===== config.mk =====
export PLATFORM = sky130hd
export DESIGN_NAME = ysyx_22050854_idex_reg
export DESIGN_NICKNAME = d
export VERILOG_FILES = /design/src/rtl/ysyx_22050854_pkg.sv /design/src/rtl/ysyx_22050854_skid_buf.sv /design/src/rtl/ysyx_22050854_idex_reg.sv
export SDC_FILE = /design/constraint.sdc
export NUM_CORES = 1
export LEC_CHECK = 0
export CORE_AREA = 2 2 170 172
export DETAILED_ROUTE_END_ITERATION = 16
export DIE_AREA = 0 0 172 174
export GPL_TIMING_DRIVEN = 0
export HOLD_SLACK_MARGIN = 0.03
export PLACE_DENSITY = 0.72
export SYNTH_ARGS = -nofsm -noshare
export SYNTH_HDL_FRONTEND = slang
export SYNTH_SLANG_ARGS = --single-unit
export TNS_END_PERCENT = 1

===== constraint.sdc =====
create_clock -name clk -period 5.25 [get_ports clk]
set_clock_uncertainty 0.1 [all_clocks]
set_input_delay 1.05 -clock clk [delete_from_list [all_inputs] [get_ports clk]]
set_output_delay 1.05 -clock clk [all_outputs]
set_load 0.005 [all_outputs]

===== src/rtl/ysyx_22050854_pkg.sv =====
// ysyx_22050854_pkg: ALU opcodes, ID/EX entry struct and pipeline-register state enum
package ysyx_22050854_pkg;
  localparam int XLEN_MAX = 64;
  localparam logic [3:0] ALU_ADD       = 4'b0000;
  localparam logic [3:0] ALU_SLL       = 4'b0001;
  localparam logic [3:0] ALU_SUB       = 4'b0010;
  localparam logic [3:0] ALU_PASS_SRC2 = 4'b0011;
  typedef struct packed {
    logic [XLEN_MAX-1:0] pc;
    logic [3:0]          aluctr;
    logic [XLEN_MAX-1:0] src1;
    logic [XLEN_MAX-1:0] src2;
    logic [4:0]          rd;
    logic                wen;
  } idex_t;
  typedef enum logic [1:0] {EMPTY, BUSY, FULL} state_t;
endpackage


===== src/rtl/ysyx_22050854_skid_buf.sv =====
// ysyx_22050854_skid_buf: two-entry skid buffer; in_ready comes only from state flops
module ysyx_22050854_skid_buf
  import ysyx_22050854_pkg::*;
#(
  parameter int W = 8
) (
  input  logic         clk,
  input  logic         rst_n,
  input  logic         flush,
  input  logic         in_valid,
  output logic         in_ready,
  input  logic [W-1:0] in_data,
  output logic         out_valid,
  input  logic         out_ready,
  output logic [W-1:0] out_data
);
  state_t       state, state_n;
  logic [W-1:0] skid;
  logic         acc, ret;
  // handshakes and next state; flush overrides every transition
  always_comb begin
    in_ready  = state != FULL;
    out_valid = state != EMPTY;
    acc       = in_valid && in_ready;
    ret       = out_valid && out_ready;
    state_n   = state;
    if (flush) state_n = EMPTY;
    else if (state == EMPTY) state_n = acc ? BUSY : EMPTY;
    else if (state == BUSY) state_n = (acc && !ret) ? FULL : (ret && !acc) ? EMPTY : BUSY;
    else state_n = ret ? BUSY : FULL;
  end
  // state, main (output) register and skid register
  always_ff @(posedge clk or negedge rst_n) begin
    if (!rst_n) begin
      state    <= EMPTY;
      out_data <= '0;
      skid     <= '0;
    end else begin
      state <= state_n;
      if (!flush && acc && (state == EMPTY || (state == BUSY && ret))) out_data <= in_data;
      else if (!flush && state == FULL && ret) out_data <= skid;
      if (!flush && acc && state == BUSY && !ret) skid <= in_data;
    end
  end
endmodule


===== src/rtl/ysyx_22050854_idex_reg.sv =====
// ysyx_22050854_idex_reg: ID/EX pipeline register with valid/ready handshake and stall counter
// YSYX_22050854_IDEX_SKID_EN defined: two-entry skid buffer, registered in_ready
module ysyx_22050854_idex_reg
  import ysyx_22050854_pkg::*;
#(
  parameter int XLEN = 64
) (
  input  logic            clk,
  input  logic            rst_n,
  input  logic            flush,
  input  logic            in_valid,
  output logic            in_ready,
  input  logic [XLEN-1:0] in_pc,
  input  logic [3:0]      in_aluctr,
  input  logic [XLEN-1:0] in_src1,
  input  logic [XLEN-1:0] in_src2,
  input  logic [4:0]      in_rd,
  input  logic            in_wen,
  output logic            out_valid,
  input  logic            out_ready,
  output logic [XLEN-1:0] out_pc,
  output logic [3:0]      out_aluctr,
  output logic [XLEN-1:0] out_src1,
  output logic [XLEN-1:0] out_src2,
  output logic [4:0]      out_rd,
  output logic            out_wen,
  output logic [31:0]     stall_cnt
);
  idex_t in_e, out_e;
  assign in_e       = '{pc: XLEN_MAX'(in_pc), aluctr: in_aluctr, src1: XLEN_MAX'(in_src1),
                        src2: XLEN_MAX'(in_src2), rd: in_rd, wen: in_wen};
  assign out_pc     = out_e.pc[XLEN-1:0];
  assign out_aluctr = out_e.aluctr;
  assign out_src1   = out_e.src1[XLEN-1:0];
  assign out_src2   = out_e.src2[XLEN-1:0];
  assign out_rd     = out_e.rd;
  assign out_wen    = out_e.wen;
`ifdef YSYX_22050854_IDEX_SKID_EN
  ysyx_22050854_skid_buf #(.W($bits(idex_t))) u_buf (
    .clk      (clk),
    .rst_n    (rst_n),
    .flush    (flush),
    .in_valid (in_valid),
    .in_ready (in_ready),
    .in_data  (in_e),
    .out_valid(out_valid),
    .out_ready(out_ready),
    .out_data (out_e)
  );
`else
  state_t state, state_n;
  logic   acc, ret;
  // single-entry register: accept whenever empty or being drained this cycle
  always_comb begin
    out_valid = state == BUSY;
    in_ready  = !out_valid || out_ready;
    acc       = in_valid && in_ready;
    ret       = out_valid && out_ready;
    state_n   = flush ? EMPTY : acc ? BUSY : ret ? EMPTY : state;
  end
  // state and held entry
  always_ff @(posedge clk or negedge rst_n) begin
    if (!rst_n) begin
      state <= EMPTY;
      out_e <= '0;
    end else begin
      state <= state_n;
      if (acc && !flush) out_e <= in_e;
    end
  end
`endif
  // cycles where execute holds off a presented entry; flush does not affect it
  always_ff @(posedge clk or negedge rst_n) begin
    if (!rst_n) stall_cnt <= '0;
    else if (out_valid && !out_ready) stall_cnt <= stall_cnt + 32'd1;
  end
endmodule


Word level (Yosys, flattened, before mapping) --
Cells that the tools add are included.
Storage, ports and cells: output and inout bits 236, latch bits 0, register bits 236, input port bits 207, memory bits (read-only) 0, memory bits (writable) 0, memories 0
Cells by class: equal/unequal tests 1, shift operators 0, $mul 0, add/sub/neg operators 1, bitwise logic cells 0, multiplexer cells 3, order comparisons 0, divide/modulo/power cells 0, reductions and logical operators 9
Operators by type and width (count):
- $add A32 B1 Y32 const B | 1
- $mux W2 | 3
- $logic_and A1 B1 Y1 | 4
- $logic_not A1 Y1 | 3
- $reduce_bool A3 Y1 | 1
- $eq A2 B1 Y1 const B | 1
- $logic_or A1 B1 Y1 | 1

Longest topological paths before layout --
Gate-level depths: netlist of run 1.
depth after elaboration 6, depth in mapped cells 6

Worst setup path before layout of run 1 --
No wires, ideal clock.
path type input to output, start in out_ready, end out in_ready, required time 4100 ps, stages on the path 3, arrival time 1381 ps, setup slack 2719 ps, cells stage by stage nor2b_1 -> buf_2 -> inv_1
On the way: longest elaborated chain between the ends 1
Ends and longest elaborated chain:
- start: declaration | RTL line ysyx_22050854_idex_reg.sv:20 | input logic out_ready,
- $logic_or A1 B1 Y1 | RTL line ysyx_22050854_idex_reg.sv:56 | in_ready = !out_valid || out_ready;
- end: declaration | RTL line ysyx_22050854_idex_reg.sv:12 | output logic in_ready,
No other way between the ends.

Final worst setup path of run 1 --
Ends and elaborated chain as after synthesis.

==> results_dict.tcl, run 1 <==
set metrics [dict create \
    via_per_inst 4.474 \
    avgSynthCellArea_um2 16.22 \
    floorplan.core_area_mm2 0.02824 \
    ir_drop_mv 0.2553 \
    final.min_clock_period_ns 3.527 \
    period_share 0.6718 \
    place.gp.congestion 0.7561 \
    grt_max_degree 109 \
    io_pins 443 \
    slew_violations 0 \
    cap_violations 0 \
    start_util 0.3216 \
    final-hold-violation-count 0 \
    grt_pass1_wl_mm 39.05 \
    antenna_cells 0 \
    leakage_nw 6.221 \
    drc 0 \
    portBuffers 442 \
    max_slew_margin 0.6145 \
    setup_tns_ns 0 \
    reg2reg_depth 6 \
    holdWs_ns 0.2753 \
    nets 1240 \
    areaGrowthSynthToFinish_pct 64.08 \
    synth.distinct_cells 25 \
    path_delay_family "buffers and inverters" \
    wirelength_mm 25.99 \
    yosys-mux-area-fraction 0.2517 \
    synth_area_mm2 0.009081 \
    layout_common_cells "441 x clkdlybuf4s50_1, 235 x dfrtp_1, 150 x mux2_1, 53 x mux2_2, 27 x clkbuf_16" \
    cts_setup_buffers 0 \
    end_kind "primary output" \
    r2r-start "state[0]" \
    die_area_mm2 0.02993 \
    dr.pass1.iters 4 \
    p_per_area_mw_per_mm2 350.3 \
    syn_inst 560 \
    synth_xor_area_frac 0.02990 \
    syn-num-nets 768 \
    path_max_fanout 8 \
    synth_warnings 0 \
    cp_num_buf_inv 4 \
    reg2reg_slack_ns 3.16 \
    clkSlewWorstSetupHoldPaths_ns 0.06 \
    cts_hold_buf 0 \
    synth_top_family_by_area "multiplexers" \
    crit_path_frequent_cell "clkdlybuf4s50_1" \
    cts_htree_levels 1 \
    tightestPinTransition_ns 0.5783 \
    stdcell_count 1434 \
    reg2reg_to "out_pc[21]" \
    fin_ws_ns 1.723 \
    path_class "input port to primary output" \
    placed_area_mm2 0.01405 \
    post_cts_resized 0 \
    cts_tree "built" \
    placedCellCount 1388 \
    yosys_register_bits 235 \
    placementRows 62 \
    setup_viol 0 \
    cts.sinks 235 \
    dp_hpwl_mm 19.85 \
    final_common_cell "clkdlybuf4s50_1" \
    die_x_um 172 \
    critPathSlowestCell "clkdlybuf4s50_1" \
    cts_root_buf "clkbuf_16" \
    cp_cell_sequence "clkdlybuf4s50_1, nor2b_1, buf_2, inv_1, clkdlybuf4s50_1" \
    drt-initial-drc-count 216 \
    grt_overflow_total 0 \
    synth-simple-area-share 0.04285 \
    start_kind "input port" \
    vias 6415 \
    drt.antenna.violating_nets 0 \
    ys_seq_area_frac 0.6476 \
    rsz0062_at_grt "false" \
    hold_class "input port to asynchronous set/reset pin" \
    synth_fa_ha_area_frac 0.001378 \
    clockBufferDepth 3 \
    crit_arrival_ns 2.38 \
    status "complete, no violations" \
    grt_pass1_vias 6713 \
    routedWlPerCell_um 18.12 \
    die_y_um 174 \
    antenna_found_initial 1 \
    clk_latency_ns 0.52 \
    fin_area_mm2 0.01490 \
    crit_path_max_incr_delay_ns 0.53 \
    final_layout_size_suffix_gt1_frac 0.1219 \
    grtUsageTotal 0.1678 \
    dp_slack_ns 1.714 \
    fmaxAchievable_mhz 283.5 \
    required_ns 4.10 \
    cts_buffers 26 \
    synth_compound_area_frac 0 \
]
## flip-flops by register name (all words and copies together) (netlist names)
name        count
out_aluctr      4
stall_cnt      32
out_rd          5
out_src2       64
out_pc         64
out_src1       64
state           1
out_wen         1
## cell families after synthesis
logic type | after synthesis
XOR/XNOR | 31
buffers and inverters | 25
adder cells (fa/ha/maj) | 1
AND/OR/NAND/NOR | 65
flip-flops | 235
multiplexers | 203
## layer usage
layer / track usage / wire, um / vias to the layer above
met3: 0.04417 / 2125 / 56
met2: 0.2960 / 13120 / 258
met1: 0.1976 / 10000 / 3162
li1: - / - / 2937
met5: 0 / 14 / -
met4: 0.05392 / 730 / 2
## synthesized netlist by cell type
cell / instances / area [um^2]
and2_1: 4 / 25.02
and3_1: 7 / 43.79
and4_1: 4 / 35.03
buf_2: 4 / 20.02
buf_4: 2 / 15.01
buf_6: 18 / 202.7
dfrtp_1: 235 / 5881
ha_1: 1 / 12.51
inv_1: 1 / 3.750
mux2_1: 150 / 1689
mux2_2: 53 / 596.8
nand2_1: 11 / 41.29
nand3_1: 10 / 50.05
nand3b_1: 1 / 7.510
nand4_1: 8 / 50.05
nand4_4: 1 / 21.27
nand4b_1: 1 / 8.760
nor2_1: 5 / 18.77
nor2b_1: 1 / 6.260
nor3_1: 5 / 25.02
nor3b_4: 1 / 18.77
nor4_1: 5 / 31.28
or2_2: 1 / 6.260
xnor2_1: 18 / 157.7
xor2_1: 13 / 113.9
## metrics by stage
stage                     total power, mW    util
final                               5.219  0.5277
after global routing                5.462  0.5277
after CTS                           5.295  0.5277
after detailed placement            3.474  0.4974
after global placement              3.443  0.4953
after floorplan                     2.577       -
## power by group
| group | switching [mW] | total (mW) | internal (mW) |
|---|---|---|---|
| Clock | 0.734 | 1.79 | 1.06 |
| Sequential | 0.152 | 2.25 | 2.10 |
| Combinational | 0.368 | 1.18 | 0.809 |
## area by class of cell
cell class,instances,area (um^2)
inverters,1,3.754
repair buffers,444,4484
clock inverters,9,51.30
multi-input cells,300,2959
flip-flops and latches,235,5881
fillers,2399,13340
clock buffers,37,803.3
well taps,384,480.5
plain buffers,24,237.7
## worst max path at each step
stage          depth (start not counted)       from       endpoint  slack (ns)
3_3_place_gp                           1      rst_n  stall_cnt[10]       -7.26
6_report                               5  out_ready       in_ready        1.72
4_1_cts                                5  out_ready       in_ready        1.70
5_1_grt                                5  out_ready       in_ready        1.66
2_1_floorplan                          3  out_ready       in_ready        2.72
3_5_place_dp                           5  out_ready       in_ready        1.71
No activity file was read; power rests on OpenSTA's default activity.
==> run 2, diff against run 1 <==
Settings changed: CORE_AREA 2 2 170 172 to default, CORE_ASPECT_RATIO from default to 0.5, CORE_UTILIZATION from default to 37, DIE_AREA 0 0 172 174 to default, PLACE_DENSITY 0.72 to 0.83.
Clock period 5.25 ns to 2.85 ns, I/O delays scaled along.
==> run 2 against run 1 <==
- setup slack got worse by 1.4 ns
- cell area is 1.3% lower
- global-route usage grew 5.1 points
- sequential share of layout area grew 0.50 points
==> results_dict.tcl, run 2 (synthesis results as in run 1) <==
set metrics [dict create \
    antenna_cells 0 \
    floorplan.core_area_mm2 0.02402 \
    slew_violations 0 \
    period_share 0.8964 \
    grt_pass1_vias 7006 \
    final_layout_size_suffix_gt1_frac 0.1130 \
    required_ns 2.18 \
    cts_root_buf "clkbuf_16" \
    path_max_fanout 8 \
    vias 6459 \
    dp_hpwl_mm 21.58 \
    portBuffers 442 \
    setup_viol 0 \
    io_pins 443 \
    place.gp.congestion 0.8644 \
    final_common_cell "clkdlybuf4s50_1" \
    clk_latency_ns 0.51 \
    die_y_um 112.8 \
    setup_tns_ns 0 \
    post_cts_resized 0 \
    dr.pass1.iters 4 \
    drc 0 \
    stdcell_count 1359 \
    routedWlPerCell_um 20.37 \
    leakage_nw 6.163 \
    cp_cell_sequence "clkdlybuf4s50_1, nor2b_1, buf_2, inv_1, clkdlybuf4s50_1" \
    fmaxAchievable_mhz 391.4 \
    cp_num_buf_inv 4 \
    placedCellCount 1319 \
    drt.antenna.violating_nets 0 \
    p_per_area_mw_per_mm2 639.1 \
    crit_arrival_ns 1.88 \
    critPathSlowestCell "clkdlybuf4s50_1" \
    path_class "input port to primary output" \
    cts_tree "built" \
    antenna_found_initial 1 \
    grt_pass1_wl_mm 42.03 \
    end_kind "primary output" \
    max_slew_margin 0.5956 \
    rsz0062_at_grt "false" \
    die_area_mm2 0.02521 \
    clkSlewWorstSetupHoldPaths_ns 0.06 \
    ir_drop_mv 0.3361 \
    cts_buffers 23 \
    nets 1238 \
    grt_overflow_total 0 \
    die_x_um 223.6 \
    grt_max_degree 81 \
    tightestPinTransition_ns 0.6067 \
    start_kind "input port" \
    drt-initial-drc-count 281 \
    cts.sinks 235 \
    fill_cells 1841 \
    cts_htree_levels 1 \
    final-hold-violation-count 0 \
    wirelength_mm 27.69 \
    areaGrowthSynthToFinish_pct 62.03 \
    crit_path_max_incr_delay_ns 0.51 \
    via_per_inst 4.753 \
    status "complete, no violations" \
    path_delay_family "buffers and inverters" \
    crit_path_frequent_cell "clkdlybuf4s50_1" \
    placementRows 40 \
    cap_violations 0 \
    holdWs_ns 0.3686 \
    layout_common_cells "441 x clkdlybuf4s50_1, 235 x dfrtp_1, 150 x mux2_1, 53 x mux2_2, 23 x clkbuf_16" \
    final.min_clock_period_ns 2.555 \
    clockBufferDepth 3 \
    grtUsageTotal 0.2185 \
    hold_class "flip-flop to flip-flop" \
    start_util 0.3780 \
]
-- run 2: stage by stage --
step / setup WS [ns] / power (mW) / instance area, um^2 / utilization
2_1_floorplan: 0.9780 / 4.747 / 9081 / -
3_3_place_gp: -8.334 / 6.353 / 13900 / 0.5786
3_5_place_dp: 0.1266 / 6.443 / 13960 / 0.5811
4_1_cts: 0.2931 / 9.519 / 14710 / 0.6125
5_1_grt: 0.2429 / 9.826 / 14710 / 0.6125
6_report: 0.2953 / 9.404 / 14710 / 0.6125
-- run 2: layout make-up --
| type | count | area (um^2) | area share |
|---|---|---|---|
| Clock inverter | 5 | 57.56 | 0.003912 |
| Inverter | 1 | 3.754 | 0.0002551 |
| Multi-Input combinational cell | 300 | 2959 | 0.2011 |
| Sequential cell | 235 | 5881 | 0.3997 |
| Buffer | 24 | 237.7 | 0.01616 |
| Tap cell | 315 | 394.1 | 0.02679 |
| Clock buffer | 34 | 686.9 | 0.04668 |
| Timing Repair Buffer | 445 | 4494 | 0.3054 |
-- run 2: repair_timing --
item                                   in CTS  in global routing
buffers inserted                            0                  0
endpoints found under the hold margin      78                  0
hold buffers                                1                  0
-- run 2: where the power goes --
group,internal [mW],total (mW),switching (mW)
clock,1.76,3.03,1.27
combinational,1.49,2.19,0.694
sequential,3.86,4.19,0.326
total,7.11,9.40,2.29
-- run 2: metal layers --
layer / up-vias / wire length [um] / GRT usage
met2: 135 / 14550 / 0.3888
met1: 3357 / 11420 / 0.2763
met4: 2 / 792 / 0.06210
met5: - / 12 / 0
met3: 60 / 915 / 0.03609
li1: 2905 / - / -
-- run 2: worst paths after layout --
| kind | slack, ns | cells past startpoint | endpoint | startpoint |
|---|---|---|---|---|
| max reg2reg | 0.74 | 6 | out_src1[1] | state[0] |
| max in group asynchronous | 0.94 | 4 | out_pc[47] | rst_n |
| min reg2reg | 0.37 | 1 | stall_cnt[31] | stall_cnt[31] |
| max | 0.30 | 5 | in_ready | out_ready |
| min | 0.37 | 1 | stall_cnt[31] | stall_cnt[31] |
| min in group asynchronous | 0.54 | 2 | out_src1[48] | rst_n |
